$ cat src/rtl/alu_nbit_seq.sv
// alu_nbit_seq: registered WIDTH-bit ALU with status flags, set-less-than and
// an optional shift-add unsigned multiply behind a start/busy/done handshake.
// Optional feature macro: ALU_MUL_EN (compiles in MUL op, MUL/FIN states,
// iteration counter and product registers).
module alu_nbit_seq #(
  parameter int unsigned WIDTH = 8
) (
  input  logic             clk,
  input  logic             resetN,
  input  logic             start,
  input  logic [WIDTH-1:0] a,
  input  logic [WIDTH-1:0] b,
  input  logic [3:0]       aluControl,
  output logic             busy,
  output logic             done,
  output logic [WIDTH-1:0] result,
  output logic [WIDTH-1:0] resultHi,
  output logic             carryOut,
  output logic             overflow,
  output logic             zero
);

  typedef enum logic [1:0] {
    S_IDLE = 2'd0,
    S_EXEC = 2'd1,
    S_MUL  = 2'd2,
    S_FIN  = 2'd3
  } state_t;

  state_t           state_q, state_d;
  logic [WIDTH-1:0] a_q, a_d;
  logic [WIDTH-1:0] b_q, b_d;
  logic [3:0]       ctl_q, ctl_d;
  logic             done_q, done_d;
  logic [WIDTH-1:0] result_q, result_d;
  logic             carry_q, carry_d;
  logic             ovf_q, ovf_d;
  logic             zero_q, zero_d;

  logic             accept;

  // single-cycle datapath signals
  logic [WIDTH-1:0] a_x, b_x;
  logic [WIDTH:0]   sum;
  logic             sum_ovf;
  logic [WIDTH-1:0] ex_res;
  logic             ex_carry, ex_ovf;

`ifdef ALU_MUL_EN
  localparam int unsigned CNT_W = $clog2(WIDTH);

  logic             busy_q, busy_d;
  logic [WIDTH-1:0] hi_q, hi_d;
  logic [WIDTH-1:0] prod_hi_q, prod_hi_d;
  logic [WIDTH-1:0] prod_lo_q, prod_lo_d;
  logic [CNT_W-1:0] cnt_q, cnt_d;
  logic [WIDTH:0]   mul_add;
  logic             is_mul;

  assign busy     = busy_q;
  assign resultHi = hi_q;
`else
  assign busy     = 1'b0;
  assign resultHi = '0;
`endif

  assign done     = done_q;
  assign result   = result_q;
  assign carryOut = carry_q;
  assign overflow = ovf_q;
  assign zero     = zero_q;

  // Single-cycle ALU on the captured operands: invert, add with internal carry-in, select
  always_comb begin
    a_x      = ctl_q[3] ? ~a_q : a_q;
    b_x      = ctl_q[2] ? ~b_q : b_q;
    sum      = {1'b0, a_x} + {1'b0, b_x} + {{WIDTH{1'b0}}, ctl_q[2]};
    sum_ovf  = (a_x[WIDTH-1] == b_x[WIDTH-1]) && (sum[WIDTH-1] != a_x[WIDTH-1]);
    ex_res   = '0;
    ex_carry = 1'b0;
    ex_ovf   = 1'b0;
    case (ctl_q)
      4'b0000, 4'b1100: ex_res = a_x & b_x;
      4'b0001:          ex_res = a_x | b_x;
      4'b0010, 4'b0110: begin
        ex_res   = sum[WIDTH-1:0];
        ex_carry = sum[WIDTH];
        ex_ovf   = sum_ovf;
      end
      4'b0111:          ex_res[0] = sum[WIDTH-1] ^ sum_ovf;
      default:          ex_res = '0;
    endcase
  end

  // Next-state logic: FSM sequencing, output capture, multiply iteration
  always_comb begin
    state_d  = state_q;
    a_d      = a_q;
    b_d      = b_q;
    ctl_d    = ctl_q;
    done_d   = 1'b0;
    result_d = result_q;
    carry_d  = carry_q;
    ovf_d    = ovf_q;
    zero_d   = zero_q;
`ifdef ALU_MUL_EN
    hi_d      = hi_q;
    prod_hi_d = prod_hi_q;
    prod_lo_d = prod_lo_q;
    cnt_d     = cnt_q;
    busy_d    = (state_q == S_MUL);
    is_mul    = (aluControl == 4'b0011);
    mul_add   = {1'b0, prod_hi_q} + (prod_lo_q[0] ? {1'b0, a_q} : '0);
    // MUL state is excluded explicitly: busy lags the state by one cycle
    accept    = start && !busy_q && (state_q != S_MUL);
`else
    accept    = start;
`endif

    case (state_q)
      S_EXEC: begin
        result_d = ex_res;
        carry_d  = ex_carry;
        ovf_d    = ex_ovf;
        zero_d   = (ex_res == '0);
        done_d   = 1'b1;
        state_d  = S_IDLE;
`ifdef ALU_MUL_EN
        hi_d     = '0;
`endif
      end
`ifdef ALU_MUL_EN
      S_MUL: begin
        // shift-add step: add multiplicand into high word, shift product right
        {prod_hi_d, prod_lo_d} = {mul_add, prod_lo_q[WIDTH-1:1]};
        cnt_d = cnt_q + 1'b1;
        if (cnt_q == CNT_W'(WIDTH - 1)) begin
          cnt_d   = '0;
          state_d = S_FIN;
        end
      end
      S_FIN: begin
        result_d = prod_lo_q;
        hi_d     = prod_hi_q;
        carry_d  = 1'b0;
        ovf_d    = 1'b0;
        zero_d   = (prod_lo_q == '0) && (prod_hi_q == '0);
        done_d   = 1'b1;
        state_d  = S_IDLE;
      end
`endif
      default: state_d = S_IDLE;
    endcase

    if (accept) begin
      a_d     = a;
      b_d     = b;
      ctl_d   = aluControl;
      state_d = S_EXEC;
`ifdef ALU_MUL_EN
      if (is_mul) begin
        state_d   = S_MUL;
        prod_hi_d = '0;
        prod_lo_d = b;
        cnt_d     = '0;
      end
`endif
    end
  end

  // State and output registers, asynchronously cleared
  always_ff @(posedge clk or negedge resetN) begin
    if (!resetN) begin
      state_q  <= S_IDLE;
      a_q      <= '0;
      b_q      <= '0;
      ctl_q    <= '0;
      done_q   <= 1'b0;
      result_q <= '0;
      carry_q  <= 1'b0;
      ovf_q    <= 1'b0;
      zero_q   <= 1'b0;
`ifdef ALU_MUL_EN
      busy_q    <= 1'b0;
      hi_q      <= '0;
      prod_hi_q <= '0;
      prod_lo_q <= '0;
      cnt_q     <= '0;
`endif
    end else begin
      state_q  <= state_d;
      a_q      <= a_d;
      b_q      <= b_d;
      ctl_q    <= ctl_d;
      done_q   <= done_d;
      result_q <= result_d;
      carry_q  <= carry_d;
      ovf_q    <= ovf_d;
      zero_q   <= zero_d;
`ifdef ALU_MUL_EN
      busy_q    <= busy_d;
      hi_q      <= hi_d;
      prod_hi_q <= prod_hi_d;
      prod_lo_q <= prod_lo_d;
      cnt_q     <= cnt_d;
`endif
    end
  end

endmodule

$ cat config.mk
export PLATFORM = sky130hd
export DESIGN_NAME = alu_nbit_seq
export DESIGN_NICKNAME = d
export VERILOG_FILES = /design/src/rtl/alu_nbit_seq.sv
export SDC_FILE = /design/constraint.sdc
export NUM_CORES = 1
export LEC_CHECK = 0
export BUFFER_PORTS_ARGS = -buffer_cell sky130_fd_sc_hd__buf_2
export CELL_PAD_IN_SITES_DETAIL_PLACEMENT = 1
export CELL_PAD_IN_SITES_GLOBAL_PLACEMENT = 2
export CORE_ASPECT_RATIO = 0.6
export CORE_MARGIN = 2
export CORE_UTILIZATION = 35
export DETAILED_ROUTE_END_ITERATION = 12
export PLACE_DENSITY = 0.86
export RECOVER_POWER = 50
export SYNTH_ARGS = -nofsm -noshare
export SYNTH_HDL_FRONTEND = slang
export SYNTH_SLANG_ARGS = --single-unit
$ cat constraint.sdc
create_clock -name clk -period 3.5 [get_ports clk]
set_clock_uncertainty 0.2 [all_clocks]
set_input_delay 0.175 -clock clk [delete_from_list [all_inputs] [get_ports clk]]
set_output_delay 0.175 -clock clk [all_outputs]
set_load 0.05 [all_outputs]
==> summary.md <==
| Metric | Value |
|---|---|
| Async SR Flop Fraction | `between 90% and 100%` |
| Arr. time, crit path | `roughly 3200 ps` |
| Kind of start point of the critical path | `flip-flop` |
| R2r setup slk | `280 ps` |
| Clk buf depth | `2` |
| Global route hottest layer | `met2` |
| Worst EP required | `roughly 3500 ps` |
| PwrDens | `518 nW/um^2` |
| Met3 Use GR | `4.05%` |
| Design Power | `~1500 uW` |
| Vias | `between 1500 and 2000` |
| Max Clock Freq | `slightly above 300 MHz` |
| Row count | `22` |
| Vias per cell | `between 5 and 6` |
| Cts repair resizes | `0` |
| Starting Density | `37.1%` |
| WS Path Type | `flip-flop to flip-flop` |
| Sink Count | `33` |
| NumNets Final | `327` |
| Hold EP | `zero` |
| Root Driver | `clkbuf_8` |
| GR Util met1 | `approximately 26%` |
| Core Box Area | `around 6300 um^2` |
| Sequential share of the synthesized area | `35.4%` |
| Top Family by Delay on Critical Path | `simple AND/OR/NAND/NOR gates` |
| Cell Count, Final, Fillers Out | `372` |
| Tmin final | `3220 ps` |
| Synth area leaders | `dfrtp_1 35%, mux2_2 11%, ha_1 8.6%` |
| H-tree depth | `2` |
| CTS buffer count | `5` |
| Synth Flop Type | `dfrtp_1` |
| Period utilization | `91.9%` |
| Hold_ws | `296 ps` |
| Post-synth top area cell | `dfrtp_1` |
| Share of layout cells above drive strength 1 | `about 20%` |
| Worst skew pair latency | `a little under 300 ps` |
| Die Span Y | `approximately 67 um` |
| P&R area growth vs syn | `20.3%` |
| Yosys Warn Count | `0` |
| Launch point of the worst reg-to-reg path | `ctl_q[2]` |
| Reg2Reg Depth | `9` |
| # IOs | `44` |
| CP endpoint kind | `flip-flop` |
| Slowest cell on crit path | `dfrtp_1` |
| First-pass GRT wire length | `9910 um` |
| Number of remaining DRC errors | `0` |
| Mapped Area | `2330 um^2` |
| DIE AREA | `7350 um^2` |
| Die X | `109 um` |
| Slew headroom | `-19.8%` |
| Dpl hpwl | `4500 um` |
| Final global-route overflow total | `0` |
| DP Worst Slack | `~280 ps` |
| Total GRT Usage | `18.0%` |
| Final setup viols | `0` |
| Final WS setup | `284 ps` |
| GP Congestion | `0.888` |
| PortBufs | `34` |
| Worst slew pin tran | `1800 ps` |
| RSZ-0062 raised after global routing | `no` |
| Overall routed net length | `5960 um` |
| Peak VDD IR | `about 0.20 mV` |
| M2 GR Usage | `28.0%` |
| CTS tree | `built` |
| Max stage delay on crit path | `740 ps` |
| Number of synthesized flops with an enable pin | `0` |
| Min-Delay Path Class | `flip-flop to flip-flop` |
| Syn_area_per_cell | `9.96 um^2` |
| Vias in the first global route | `1975` |
| N_diodes | `0` |
| Final ANT Viol Nets | `0` |
| CP Buf/Inv Count | `1` |
| DR iter-0 viols | `104` |
| DP Cell Count | `343` |
| Critical path cell sequence | `xor2_1 -> inv_1 -> fa_1 -> nand2b_1 -> a21oi_2 -> mux2i_1 -> nor4_1 -> nand4_1 -> o41ai_2` |
| Final slew viol count | `34` |
| Worst r2r dst | `zero` |
| Hold_sp | `zero` |
| Fillcell total | `737` |
| Setup_tns | `0 ps` |
| Failing checks | `capacitance limit, slew limit` |
| Synth Instances | `between 200 and 250` |
| Max-Cap Viols | `1` |
| Routed len/inst | `16.0 um` |
| Synthesized flop and latch total | `33` |
| Crit Path Max Fanout | `13` |
| Fin. Hold Viols | `0` |
| Reg clk slew, reported paths | `70 ps` |
| Hold depth | `2` |
| Cell variety after synth | `51` |
| Initial antenna violation count | `0` |
| Largest net degree at the start of global routing | `34` |
| 1st-pass router iterations | `4` |
| P_leak | `0.00129 uW` |
| Status | `finished with violations` |
| Post-synth top area share | `a little over a third` |
==> through the flow <==
step           util [%]  area [um^2]
5_1_grt            44.7         2810
4_1_cts            45.0         2830
3_3_place_gp       40.4         2540
3_5_place_dp       40.4         2540
6_report           44.7         2810
2_1_floorplan         -         2360
==> worst max path at each step <==
stage                  start    to  slack (ps)  cells past startpoint
floorplan           ctl_q[2]  zero         520                     11
global placement    ctl_q[2]  zero         510                      9
detailed placement  ctl_q[2]  zero         280                      9
CTS                 ctl_q[2]  zero         250                      9
global route        ctl_q[2]  zero          60                      9
finish              ctl_q[2]  zero         280                      9
==> cells by family after synthesis <==
kind of cell / count (synthesis) / synth area share [%]
and+or+nand+nor: 52 / 11.6
AOI/OAI and AO/OA: 44 / 14.0
buffers and inverters: 39 / 8.32
DFF: 33 / 35.4
muxes: 28 / 13.3
xor gates and xnor gates: 20 / 7.84
adders and majority gates: 17 / 9.45
other: 1 / 0.161
==> layout by cell type, fill, tap and decap left out, drive strengths merged, types with 2 or more instances in the layout <==
master / netlist / final
a22oi: 2 / 2
dfrtp: 33 / 33
nand3: 5 / 5
nor2: 15 / 15
clkbuf: 6 / 23
o41ai: 3 / 3
inv: 19 / 19
dlygate4sd3: 0 / 21
xor2: 12 / 12
a211oi: 3 / 3
o21ai: 9 / 9
mux2i: 5 / 5
mux2: 23 / 23
ha: 16 / 16
nand2: 9 / 9
a31oi: 4 / 4
conb: 1 / 9
o22ai: 2 / 2
a21oi: 10 / 10
a21o: 2 / 2
nand2b: 6 / 6
o32a: 2 / 2
nor2b: 5 / 5
xnor2: 8 / 8
buf: 14 / 22
==> area by class of cell <==
| class | instances | area [um^2] | share of cell area [%] |
|---|---|---|---|
| timing repair buffer | 58 | 382 | 13.6 |
| inverter | 19 | 71.3 | 2.54 |
| sequential | 33 | 826 | 29.4 |
| multi-input combinational | 170 | 1340 | 47.8 |
| tap | 84 | 105 | 3.75 |
| clock buffer | 8 | 80.1 | 2.85 |
==> power breakdown <==
group / switching [uW] / internal (uW) / total, uW
sequential: 47.8 / 433 / 481
combinational: 440 / 252 / 693
clock: 139 / 141 / 280
==> layer usage <==
layer | vias up | routed length, um | share of wire [%]
li1 | 897 | - | -
met1 | 921 | 3040 | 51
met2 | 46 | 2560 | 43
met3 | 8 | 298 | 5.0
met4 | 0 | 55 | 0.92
met5 | - | 0 | 0
==> synth_stat cells, types with 2 or more instances <==
library cell  count
a211oi_1          2
a21o_1            2
a21oi_1           9
a22oi_1           2
a31oi_1           4
buf_2             2
buf_4            12
clkbuf_1          6
dfrtp_1          33
ha_1             16
inv_1            19
mux2_2           23
mux2i_1           5
nand2_1           9
nand2b_1          6
nand3_1           5
nor2_1           15
nor2b_1           5
o21ai_0           7
o22ai_1           2
o32a_1            2
o41ai_2           2
xnor2_1           7
xor2_1           12
==> tightest hold or removal path, delay by kind of cell (launching register included) <==
kind,cells,cell delay (ps)
DFF,1,350
and+or+nand+nor,1,70
AOI/OAI and AO/OA,1,50
==> state kept, by name, indices dropped and copies added (netlist names) <==
signal,flops
a_q,8
ctl_q,4
done,1
overflow,1
state_q,1
carryOut,1
zero,1
b_q,8
result,8
==> repair_timing <==
action                                 in CTS  in global routing
endpoints found under the hold margin      53                  0
setup endpoints to repair                   0                  0
buffers inserted                            0                  0
hold buffers                               21                  0
No activity file was read; power rests on OpenSTA's default activity.
